### config.mk
export PLATFORM = sky130hd
export DESIGN_NAME = sram_req_bridge
export DESIGN_NICKNAME = d
export VERILOG_FILES = /design/src/rtl/sram_req_bridge.sv
export SDC_FILE = /design/constraint.sdc
export NUM_CORES = 1
export LEC_CHECK = 0
export CAP_MARGIN = 40
export CORE_MARGIN = 2
export CORE_UTILIZATION = 51
export CTS_CLUSTER_SIZE = 10
export DETAILED_ROUTE_END_ITERATION = 7
export PLACE_DENSITY = 0.86
export SLEW_MARGIN = 10
export SYNTH_ARGS = -nofsm -noshare
export SYNTH_HDL_FRONTEND = slang
export SYNTH_SLANG_ARGS = --single-unit
### constraint.sdc
create_clock -name clk0 -period 5.8 [get_ports clk0]
set_clock_uncertainty 0.15 [all_clocks]
set_input_delay 0.58 -clock clk0 [delete_from_list [all_inputs] [get_ports clk0]]
set_output_delay 0.58 -clock clk0 [all_outputs]
set_load 0.02 [all_outputs]
### src/rtl/sram_req_bridge.sv
// sram_req_bridge: request/response front end for the single-port SRAM macro.
// All macro pins (csb0/web0/addr0/din0) are registered; one request in flight.
// Byte-masked writes are done as read-modify-write.
//   clk0, rst_n          clock (shared with macro), async active-low reset
//   req_*                valid/ready request channel (we, addr, wdata, wmask)
//   rsp_*                valid/ready read-response channel (rdata)
//   csb0, web0, addr0,   macro command pins
//   din0, dout0          macro data pins
module sram_req_bridge #(
  parameter int unsigned DATA_WIDTH = 32,
  parameter int unsigned ADDR_WIDTH = 7,
  localparam int unsigned MASK_WIDTH = DATA_WIDTH / 8
) (
  input  logic                  clk0,
  input  logic                  rst_n,
  input  logic                  req_valid,
  output logic                  req_ready,
  input  logic                  req_we,
  input  logic [ADDR_WIDTH-1:0] req_addr,
  input  logic [DATA_WIDTH-1:0] req_wdata,
  input  logic [MASK_WIDTH-1:0] req_wmask,
  output logic                  rsp_valid,
  input  logic                  rsp_ready,
  output logic [DATA_WIDTH-1:0] rsp_rdata,
  output logic                  csb0,
  output logic                  web0,
  output logic [ADDR_WIDTH-1:0] addr0,
  output logic [DATA_WIDTH-1:0] din0,
  input  logic [DATA_WIDTH-1:0] dout0
);

  typedef enum logic [2:0] {
    IDLE,
    ISSUE,
    CAPT,
    WR_ISSUE,
    RSP
  } state_t;

  typedef enum logic [1:0] {
    OP_RD,
    OP_WR_FULL,
    OP_WR_PART
  } op_t;

  state_t                state_q, state_d;
  op_t                   op_q, op_d;
  logic [DATA_WIDTH-1:0] wdata_q, wdata_d;
  logic [MASK_WIDTH-1:0] mask_q, mask_d;
  logic                  csb_d, web_d;
  logic [ADDR_WIDTH-1:0] addr_d;
  logic [DATA_WIDTH-1:0] din_d;
  logic                  rsp_valid_d;
  logic [DATA_WIDTH-1:0] rsp_rdata_d;
  logic [DATA_WIDTH-1:0] merged;

  // Gated by rst_n so nothing is offered as accepted while reset is held.
  assign req_ready = rst_n && (state_q == IDLE);

  for (genvar g = 0; g < MASK_WIDTH; g++) begin : g_merge
    assign merged[g*8 +: 8] = mask_q[g] ? wdata_q[g*8 +: 8] : dout0[g*8 +: 8];
  end

  always_comb begin
    state_d     = state_q;
    op_d        = op_q;
    wdata_d     = wdata_q;
    mask_d      = mask_q;
    csb_d       = 1'b1;
    web_d       = 1'b1;
    addr_d      = addr0;
    din_d       = din0;
    rsp_valid_d = rsp_valid;
    rsp_rdata_d = rsp_rdata;

    case (state_q)
      IDLE: begin
        if (req_valid && req_ready) begin
          wdata_d = req_wdata;
          mask_d  = req_wmask;
          if (!req_we) begin
            op_d    = OP_RD;
            csb_d   = 1'b0;
            addr_d  = req_addr;
            state_d = ISSUE;
          end else if (req_wmask == '1) begin
            op_d    = OP_WR_FULL;
            csb_d   = 1'b0;
            web_d   = 1'b0;
            addr_d  = req_addr;
            din_d   = req_wdata;
            state_d = ISSUE;
          end else if (req_wmask != '0) begin
            // Partial write starts with a read of the target word.
            op_d    = OP_WR_PART;
            csb_d   = 1'b0;
            addr_d  = req_addr;
            state_d = ISSUE;
          end
          // Zero-mask write: accepted and dropped, no macro access.
        end
      end

      ISSUE: begin
        state_d = (op_q == OP_WR_FULL) ? IDLE : CAPT;
      end

      CAPT: begin
        if (op_q == OP_RD) begin
          rsp_rdata_d = dout0;
          rsp_valid_d = 1'b1;
          state_d     = RSP;
        end else begin
          din_d   = merged;
          csb_d   = 1'b0;
          web_d   = 1'b0;
          state_d = WR_ISSUE;
        end
      end

      WR_ISSUE: begin
        state_d = IDLE;
      end

      RSP: begin
        if (rsp_ready) begin
          rsp_valid_d = 1'b0;
          state_d     = IDLE;
        end
      end

      default: begin
        state_d = IDLE;
      end
    endcase
  end

  always_ff @(posedge clk0 or negedge rst_n) begin
    if (!rst_n) begin
      state_q   <= IDLE;
      op_q      <= OP_RD;
      wdata_q   <= '0;
      mask_q    <= '0;
      csb0      <= 1'b1;
      web0      <= 1'b1;
      addr0     <= '0;
      din0      <= '0;
      rsp_valid <= 1'b0;
      rsp_rdata <= '0;
    end else begin
      state_q   <= state_d;
      op_q      <= op_d;
      wdata_q   <= wdata_d;
      mask_q    <= mask_d;
      csb0      <= csb_d;
      web0      <= web_d;
      addr0     <= addr_d;
      din0      <= din_d;
      rsp_valid <= rsp_valid_d;
      rsp_rdata <= rsp_rdata_d;
    end
  end

endmodule

==> Word level (Yosys, flattened, before mapping) <==
Index checks and enable logic that the tools add are counted.
Widths: inputs -> output; s select.
{ "word_totals": {"register_bits": 115, "inputBits": 80, "output_inout_bits": 75, "elab_cells": 72} }
{ "classes": {"n_eq_ne": 13, "mux": 36, "reduce_logical": 13} }
{ "ops": {"columns": ["operator", "count"], "rows": [
  ["$mux 32", 4],
  ["$pmux 32 s2", 1],
  ["$mux 8", 4],
  ["$mux 7", 3],
  ["$mux 3", 6],
  ["$pmux 3 s4", 1],
  ["$mux 1", 10],
  ["$reduce_and 3->1", 3],
  ["$mux 2", 4],
  ["$ne 2x2->1 const B", 4],
  ["$pmux 1 s2", 3],
  ["$reduce_and 5->1", 1],
  ["$eq 4x4->1 const B", 1],
  ["$ne 2x1->1 const B", 2],
  ["$ne 4x2->1 const B", 1],
  ["$reduce_and 2->1", 2],
  ["$reduce_bool 2->1", 2],
  ["$reduce_bool 4->1", 1],
  ["$eq 3x1->1 const B", 1],
  ["$eq 3x2->1 const B", 1],
  ["$eq 3x3->1 const B", 1],
  ["$logic_not 3->1", 1],
  ["$ne 3x1->1 const B", 1],
  ["$eq 2x1->1 const B", 1],
  ["2 further kinds", 3]
]} }

==> Depth between registers and ports, before layout <==
{ "depth": {"depth_word": 6, "ltp_mapped": 7, "mapped_depth_nobuf": 4} }

==> Worst setup path after synthesis <==
OpenSTA, ideal clock, no wires.
{ "synth_timing": {"kind": "reg2reg", "startpoint": "reg state_q[0]", "endpoint": "reg addr0[0]", "setup_ns": 0.125, "arrival_ns": 1.736, "required_time_ns": 5.525, "path_slack_ns": 3.789, "stages_incl_launch_ff": 7, "n_path_buf": 2, "period_less_slack_ns": 2.011, "path_cell_list": "dfrtp_1 buf_2 nor4b_4 nand2_2 a21o_1 buf_6 mux2_4"} }
{ "synth_via": {"elab_chain_cells": 4} }
{ "synth_rtl": {"columns": ["item", "line_no", "text"], "rows": [
  ["start, declared", "46", "state_t state_q, state_d;"],
  ["start signal, assigned", "151", "state_q <= state_d;"],
  ["$logic_not 3->1", "58", "assign req_ready = rst_n && (state_q == IDLE);"],
  ["$logic_and 1x1->1", "58", null],
  ["via req_ready", "17", "output logic req_ready,"],
  ["$logic_and 1x1->1", "78", "if (req_valid && req_ready) begin"],
  ["$reduce_and 3->1 (no line)", null, null],
  ["end signal, assigned", "157", "addr0 <= addr_d;"],
  ["end, declared", "27", "output logic [ADDR_WIDTH-1:0] addr0,"]
]} }
The timed path passes the listed nets, and every way through them passes these cells.
A chain may end at the register's enable or synchronous reset.

==> Worst setup path after layout <==
{ "layout_timing": {"startpoint": "in rst_n", "endpoint": "reg din0[13]"} }
{ "layout_via": {"elab_chain_cells": 4} }
{ "layout_rtl": {"columns": ["item", "line_no", "text"], "rows": [
  ["start, declared", "15", "input logic rst_n,"],
  ["$logic_and 1x1->1", "58", null],
  ["$logic_and 1x1->1", "78", null],
  ["$ne 2x1->1 (no line)", null, null],
  ["$reduce_and 5->1 (no line)", null, null],
  ["end signal, assigned", "158", "din0 <= din_d;"],
  ["end, declared", "28", "output logic [DATA_WIDTH-1:0] din0,"]
]} }
Every way passes these cells.

==> qor.csv <==
metric,value,unit
cts_resized,0,
max_freq,0.305,GHz
ir_drop,0.375,mV
crit_fanout,33,
reg2regPathDepth,5,
wl,12.8,mm
yosys.cell_types.count,27,
period_minus_slack,3.27,ns
crit_arrival,3.53,ns
antenna_found_initial,0,
netlist_instances,407,
rows,36,
clockBufferDepth,2,
yosys_warnings,0,
crit_type,primary input to register,
syn_to_final_growth,43.4,%
ff_latch_area,0.00288,mm^2
min_path_cells,1,
cp-startpoint,rst_n,
cts_tree,done,
grt_remaining_overflow,0,
pwr-share-comb,0.424,
diodes,0,
worstHoldStart,rsp_rdata[8],
grt_pass1_vias,4091,
maxSlewHeadroom,0.559,
min_to,rsp_rdata[8],
timing.rr.end,rsp_rdata[5],
grt_max_degree,66,
tightest_slew,0.660,ns
gp_congestion,0.823,
place_hpwl,8.68,mm
cts.sinks,115,
placed_area,0.00679,mm^2
synth_fp_nets,487,
yosysSeqAreaShare,0.559,
drive_above_1_share,0.207,
fp.dieW,105,um
multi_input_area,0.00199,mm^2
tns,0,ns
die-height,105,um
io_pins,155,
dieArea,0.0109,mm^2
final_core_utilization,0.756,
start_kind,primary input,
insertion_delay,0.49,ns
htree_levels,4,
route.vias.total,3677,
p_int,2.86,mW
switching_share,0.350,
final_common_cell,clkdlybuf4s50_1,
outcome,finished clean,
final_nets,643,
cts_buffers,17,
grtUsageTotal,0.246,
clk_pin_slew_worst_paths,0.06,ns
maxCapViolCount,0,
design.core.area,0.00977,mm^2
port_buffers,154,
reg2reg_setup_slack,2.95,ns
synth-seq-cells,115,
r2r-start,state_q[0],
drv_slew,0,
min_path_type,register to register,
synth.avg_cell_area,12.7,um^2
cp-end-kind,register,
drtAntennaViolNets,0,
cts_root_buffer,clkbuf_8,
grt_pass1_wl,20.9,mm
drc,0,
p_sw,1.54,mW
fin_crit_sh,0.565,
p_leak,3.21,nW
cts_setup_buffers,0,
final_cell_mix,"153 x clkdlybuf4s50_1, 113 x dfrtp_1, 69 x mux2_2, 64 x mux2i_1, 36 x nand2_1",
drt_iter0_markers,137,
p_clk_frac,0.233,
fill_cells,632,
crit_required,6.06,ns
rsz0062_at_grt,false,
wl_per_cell,18.1,um
setup_viol,0,
p_per_area,596,mW/mm^2
initial_core_util,0.527,
dr.pass1.iters,4,
p_seq_frac,0.343,
netlist_area,0.00515,mm^2
viasPerCell,5.19,
hold_violations,0,
fin_area,0.00739,mm^2
per-stage QoR:
stage / total power, mW / hold WS, ns / cells / setup WS, ns
finish: 4.41 / 0.352 / 709 / 2.53
global route: 4.64 / 0.361 / 709 / 2.30
CTS: 4.44 / 0.355 / 709 / 2.51
detailed placement: 3.38 / 0.342 / 676 / 2.58
global placement: 3.28 / 0.337 / 674 / 2.37
floorplan: 2.57 / 0.134 / 407 / 3.79
synth_stat cells (all sizes together):
cell type    n  area, um^2
dfrtp      113        2830
mux2        75         867
mux2i       64         641
nand2       37         141
o21ai       36         191
inv         35         131
buf         16         124
clkbuf       8        30.0
nor2         5        18.8
a21oi        3        15.0
dfstp        2        52.6
nor4         2        12.5
a211o        1        8.76
a211oi       1        7.51
a21o         1        7.51
a31oi        1        6.26
and4         1        8.76
nor2b        1        6.26
nor3         1        5.00
nor3b        1        7.51
nor4b        1        23.8
o2bb2ai      1        8.76
or4b         1        10.0
critical path, cell delays in order:
cell           delay (ns)
dlygate4sd3_1        0.53
buf_4                0.38
nor4b_4              0.32
nand2_2              0.31
buf_12               0.29
o21ai_4              0.32
buf_4                0.50
mux2i_1              0.27
state kept, by name, summed over array words and instances, names as in the netlist:
| name | cells |
|---|---|
| addr0 | 7 |
| state_q | 3 |
| op_q | 2 |
| rsp_valid | 1 |
| mask_q | 4 |
| wdata_q | 32 |
| web0 | 1 |
| csb0 | 1 |
| rsp_rdata | 32 |
| din0 | 32 |
layout make-up:
cell class                      instances  area share
Clock buffer                           19      0.0584
Clock inverter                         13      0.0217
Inverter                               35      0.0178
Multi-Input combinational cell        233       0.270
Sequential cell                       115       0.390
Tap cell                              133      0.0225
Timing Repair Buffer                  161       0.220
how the worst max path moves through the flow:
stage	end	slack, ns	depth (start not counted)
6_report	din0[13]	2.53	8
5_1_grt	din0[4]	2.30	8
4_1_cts	din0[13]	2.51	8
3_5_place_dp	din0[9]	2.58	7
3_3_place_gp	din0[5]	2.37	6
2_1_floorplan	addr0[0]	3.79	6
metal layers:
layer / global-route usage / share of wire / vias to the layer above
met3: 0.0645 / 0.047 / 30
li1: - / - / 1708
met1: 0.276 / 0.39 / 1827
met2: 0.437 / 0.54 / 112
met4: 0.113 / 0.024 / 0
met5: 0 / 0 / -
power by group through the flow:
| stage | clock, mW | combinational (mW) | sequential [mW] |
|---|---|---|---|
| floorplan | 0 | 0.851 | 1.72 |
| global placement | 0 | 1.79 | 1.48 |
| detailed placement | 0 | 1.86 | 1.51 |
| CTS | 1.04 | 1.89 | 1.51 |
| global route | 1.09 | 1.99 | 1.56 |
| finish | 1.03 | 1.87 | 1.51 |
cell families after synthesis:
kind of cell	share of synthesized area
flip-flops	0.559
multiplexers	0.293
AND/OR/NAND/NOR	0.0454
buffers and inverters	0.0554
AO/OA/AOI/OAI	0.0476
repair_timing:
action                     CTS  global route
setup endpoints to repair    0             0
hold endpoints to repair    29             0
hold buffers                 1             0
(Power assumes the default switching activity.)
